--- src/rtl/regfile_wb_arbiter.sv ---
// rtl/regfile_wb_arbiter.sv - merges pipeline writeback and buffered long-latency returns onto one regfile write port
module regfile_wb_arbiter #(
  parameter int width_p           = 32,
  parameter int els_p             = 32,
  parameter int fifo_els_p        = 4,
  parameter int starve_limit_p    = 8,
  parameter int x0_tied_to_zero_p = 1,
  localparam int addr_width_lp    = (els_p > 1) ? $clog2(els_p) : 1,
  localparam int count_width_lp   = $clog2(fifo_els_p + 1),
  localparam int starve_width_lp  = $clog2(starve_limit_p + 1),
  localparam int ptr_width_lp     = $clog2(fifo_els_p)
) (
  input  logic                      clk_i,
  input  logic                      reset_i,
  input  logic                      pipe_v_i,
  input  logic [addr_width_lp-1:0]  pipe_addr_i,
  input  logic [width_p-1:0]        pipe_data_i,
  output logic                      pipe_ready_o,
  input  logic                      rtn_v_i,
  input  logic [addr_width_lp-1:0]  rtn_addr_i,
  input  logic [width_p-1:0]        rtn_data_i,
  output logic                      rtn_ready_o,
  output logic                      w_v_o,
  output logic [addr_width_lp-1:0]  w_addr_o,
  output logic [width_p-1:0]        w_data_o,
  output logic [count_width_lp-1:0] fifo_count_o
);

  localparam bit x0_zero_lp = (x0_tied_to_zero_p != 0);

  logic [width_p-1:0]         data_mem [fifo_els_p];
  logic [addr_width_lp-1:0]   addr_mem [fifo_els_p];
  logic [ptr_width_lp-1:0]    rd_ptr_r, wr_ptr_r;
  logic [count_width_lp-1:0]  count_r;
  logic [starve_width_lp-1:0] starve_r;

  logic empty, full, force_drain, pipe_real, rtn_drop, enq, deq;

  assign empty       = (count_r == '0);
  assign full        = (count_r == count_width_lp'(fifo_els_p));
  assign force_drain = !empty && (full || starve_r == starve_width_lp'(starve_limit_p));
  assign pipe_real   = pipe_v_i && !(x0_zero_lp && pipe_addr_i == '0);
  assign rtn_drop    = x0_zero_lp && rtn_addr_i == '0;

  // Ready depends only on registered fullness so no path runs from the pipeline to the return side.
  assign rtn_ready_o  = !reset_i && !full;
  assign enq          = rtn_v_i && rtn_ready_o && !rtn_drop;
  assign fifo_count_o = count_r;

  // Pick the write-port owner: forced drain, then pipeline, then opportunistic drain.
  always_comb begin
    w_v_o        = 1'b0;
    w_addr_o     = '0;
    w_data_o     = '0;
    pipe_ready_o = 1'b0;
    deq          = 1'b0;
    if (!reset_i) begin
      pipe_ready_o = 1'b1;
      if (force_drain) begin
        w_v_o        = 1'b1;
        w_addr_o     = addr_mem[rd_ptr_r];
        w_data_o     = data_mem[rd_ptr_r];
        deq          = 1'b1;
        pipe_ready_o = !pipe_real;
      end else if (pipe_real) begin
        w_v_o    = 1'b1;
        w_addr_o = pipe_addr_i;
        w_data_o = pipe_data_i;
      end else if (!empty) begin
        w_v_o    = 1'b1;
        w_addr_o = addr_mem[rd_ptr_r];
        w_data_o = data_mem[rd_ptr_r];
        deq      = 1'b1;
      end
    end
  end

  // Return buffer storage; contents need no reset because count gates every read.
  always_ff @(posedge clk_i) begin
    if (enq) begin
      data_mem[wr_ptr_r] <= rtn_data_i;
      addr_mem[wr_ptr_r] <= rtn_addr_i;
    end
  end

  // Pointers and occupancy; pointers wrap naturally since depth is a power of two.
  always_ff @(posedge clk_i or posedge reset_i) begin
    if (reset_i) begin
      rd_ptr_r <= '0;
      wr_ptr_r <= '0;
      count_r  <= '0;
    end else begin
      if (enq) wr_ptr_r <= wr_ptr_r + ptr_width_lp'(1);
      if (deq) rd_ptr_r <= rd_ptr_r + ptr_width_lp'(1);
      if (enq && !deq)      count_r <= count_r + count_width_lp'(1);
      else if (!enq && deq) count_r <= count_r - count_width_lp'(1);
    end
  end

  // Count consecutive cycles a waiting head has lost arbitration, saturating at the limit.
  always_ff @(posedge clk_i or posedge reset_i) begin
    if (reset_i) begin
      starve_r <= '0;
    end else if (empty || deq) begin
      starve_r <= '0;
    end else if (starve_r != starve_width_lp'(starve_limit_p)) begin
      starve_r <= starve_r + starve_width_lp'(1);
    end
  end

endmodule

--- config.mk ---
export PLATFORM = sky130hd
export DESIGN_NAME = regfile_wb_arbiter
export DESIGN_NICKNAME = d
export VERILOG_FILES = /design/src/rtl/regfile_wb_arbiter.sv
export SDC_FILE = /design/constraint.sdc
export NUM_CORES = 1
export LEC_CHECK = 0
export ABC_AREA = 1
export CELL_PAD_IN_SITES_DETAIL_PLACEMENT = 1
export CELL_PAD_IN_SITES_GLOBAL_PLACEMENT = 1
export CORE_UTILIZATION = 40
export CTS_BUF_LIST = sky130_fd_sc_hd__clkbuf_4 sky130_fd_sc_hd__clkbuf_8
export CTS_CLUSTER_DIAMETER = 40
export DETAILED_ROUTE_END_ITERATION = 12
export PLACE_DENSITY = 0.89
export SLEW_MARGIN = 20
export SYNTH_ARGS = -nofsm -noshare
export SYNTH_HDL_FRONTEND = slang
export SYNTH_SLANG_ARGS = --single-unit
--- constraint.sdc ---
create_clock -name clk_i -period 5.9 [get_ports clk_i]
set_input_delay 0.885 -clock clk_i [delete_from_list [all_inputs] [get_ports clk_i]]
set_output_delay 0.885 -clock clk_i [all_outputs]
set_load 0.03 [all_outputs]
==> reports/metrics.csv <==
metric,value,unit
yosys.area.top_type,edfxtp_1,
first_iter_violations,239,
final_cells,999,
critPathKind,input pin to output pin,
r2r-end,fifo_count_o[2]$_DFFE_PP0P_,
holdBufCountCts,0,
period_needed,4410,ps
synth_cells,651,
avgSynthCellArea,10.9,um2
holdPathEnd,wr_ptr_r[1]$_DFFE_PP0P_,
hold_depth,2,
worst_pin_slew,1040,ps
dp_hpwl,10.5,mm
ys_seq_area_frac,0.664,
cts.sinks,159,
dieArea,18300,um2
grt_setup_unrepaired,no,
post-route-period-util,0.747,
drive_above_1_share,0.0749,
wire_per_inst,16.4,um
critPathRequiredTime,5020,ps
grt_overflow_total,0,
cap_violations,0,
slew_violations,0,
p_leak,3.50,nW
worstPathMaxFanout,40,
register_area,4720,um2
grt_use_total,0.192,
gp_congestion,0.775,
reg2reg_depth,13,
yosysUniqueCellTypes,27,
ir_drop,278,uV
fmax,227,MHz
multi_input_area,1880,um2
r2r_slack,2700,ps
skew,10.9,ps
postRouteAntennaNets,0,
first_pass_iters,4,
grt_max_degree,106,
cts_buffers,17,
antenna-diode-count,0,
worstHoldStart,wr_ptr_r[1]$_DFFE_PP0P_,
initial_core_util,0.411,
final_hold_viol_count,0,
cts_setup_buffers,0,
finalWorstSetupSlack,1490,ps
status,"complete, no violations",
yosys-top-cells-area,"edfxtp_1, nand2_1, inv_1, o211ai_1, dfrtp_1",
fillers,1877,
startpoint_type,input pin,
ys_top_cells_by_count,"nand2_1, edfxtp_1, inv_1",
ctsHtreeMaxLevel,4,
via_per_inst,4.96,
clk_latency,450,ps
drc,0,
startpoint,pipe_addr_i[3],
tritoncts,yes,
area_growth,24.9,%
rr_startpoint,starve_r[0]$_DFFE_PP0P_,
boundaryPins,121,
powerDensity,420,nW/um2
die_w,135,um
post-place-ws,1440,ps
synth.most_common_cell,nand2_1,
synth_top_area_share,0.625,
routed_wl,16.4,mm
ys.flop_type,edfxtp_1,
root_buffer,clkbuf_8,
clk_pin_slew,80,ps
synthArstFlopShare,0.0692,
syn_nets,737,
end_kind,output pin,
portBuffers,120,
cp.arrival,3520,ps
die_h,135,um
cts_resized,0,
syn-cell-area,7110,um2
tns,0,ps
synth_edf_count,148,
placed_cells,966,
hp-class,flip-flop to flip-flop,
coreArea,17300,um2
clockBufferDepth,2,
slew_headroom,0.305,
ys_warn_count,0,
via_count,4955,
nNetsFinal,847,
grt_pass1_wl,26.1,mm
setup_viol,0,
ys_ff_latch,159,
rows,48,
grt_pass1_vias,5136,
antenna_found_initial,1,
==> worst max-delay path by stage <==
stage                                     endpoint  slack (ps)  cells past startpoint
after global routing                  w_data_o[30]        1250                      7
after detailed placement              w_data_o[30]        1440                      7
after floorplan           addr_mem[0][0]$_DFFE_PP_        2220                      5
after CTS                             w_data_o[30]        1430                      7
after global placement                 w_addr_o[4]        1510                      7
final                                 w_data_o[30]        1490                      7
==> state kept, by name (all words and copies together) (netlist names) <==
signal        count
starve_r          4
wr_ptr_r          2
data_mem        128
rd_ptr_r          2
addr_mem         20
fifo_count_o      3
==> critical path, stage by stage <==
cell and delay [ps]:
clkdlybuf4s50_1 520, nor2_1 70, nand3_1 120, nand3_2 760, nand3_1 450, nand2_1 100
clkdlybuf4s50_1 600
==> layer usage <==
layer,routed length (um),vias up,part of all wire,global-route usage
met5,15,-,0.00091,0
met4,192,2,0.012,0.0699
li1,-,2416,-,-
met1,7040,2424,0.43,0.234
met2,8520,94,0.52,0.333
met3,649,19,0.040,0.0426
==> stage by stage <==
stage	utilization	total power [mW]	hold slack, ps	cell area, um2
floorplan	-	2.50	499	7110
global placement	0.490	2.91	529	8470
detailed placement	0.490	2.98	554	8470
CTS	0.512	3.76	572	8850
global route	0.513	3.97	592	8880
finish	0.513	3.73	569	8880
==> cell type report <==
type | instances | share of cell area
inverters | 92 | 0.0389
well taps | 225 | 0.0317
repair buffers | 127 | 0.143
multi-input cells | 364 | 0.211
clock buffers | 20 | 0.0289
flip-flops and latches | 159 | 0.532
clock inverters | 12 | 0.0135
==> logic make-up after synthesis <==
group,share of synthesized area
flops,0.664
xor+xnor,0.00739
mux,0.00158
buf+inv,0.0778
fa+ha+maj,0.0151
simple gates,0.140
compound gates,0.0940
==> cell usage in the layout (no fill, tap or decap), types with 2 or more instances in the layout <==
master / instances
a21oi_1: 39
edfxtp_1: 148
clkinvlp_4: 3
inv_2: 2
nand2_2: 3
bufinv_16: 2
buf_4: 6
nand2_1: 165
nor2_4: 7
o21ai_0: 38
clkbuf_8: 17
clkbuf_4: 3
o211ai_1: 37
inv_1: 90
nor2_1: 9
nand3_1: 43
nand2_4: 2
clkdlybuf4s50_1: 120
xor2_1: 4
clkinv_2: 5
ha_1: 7
dfrtp_1: 9
xnor2_1: 2
==> report_power, final <==
part | internal [mW] | switching (mW)
registers | 1.38 | 0.211
clock network | 0.384 | 0.386
logic | 0.537 | 0.837
total | 2.30 | 1.43
Note: power is estimated with default switching activity, not from simulation.
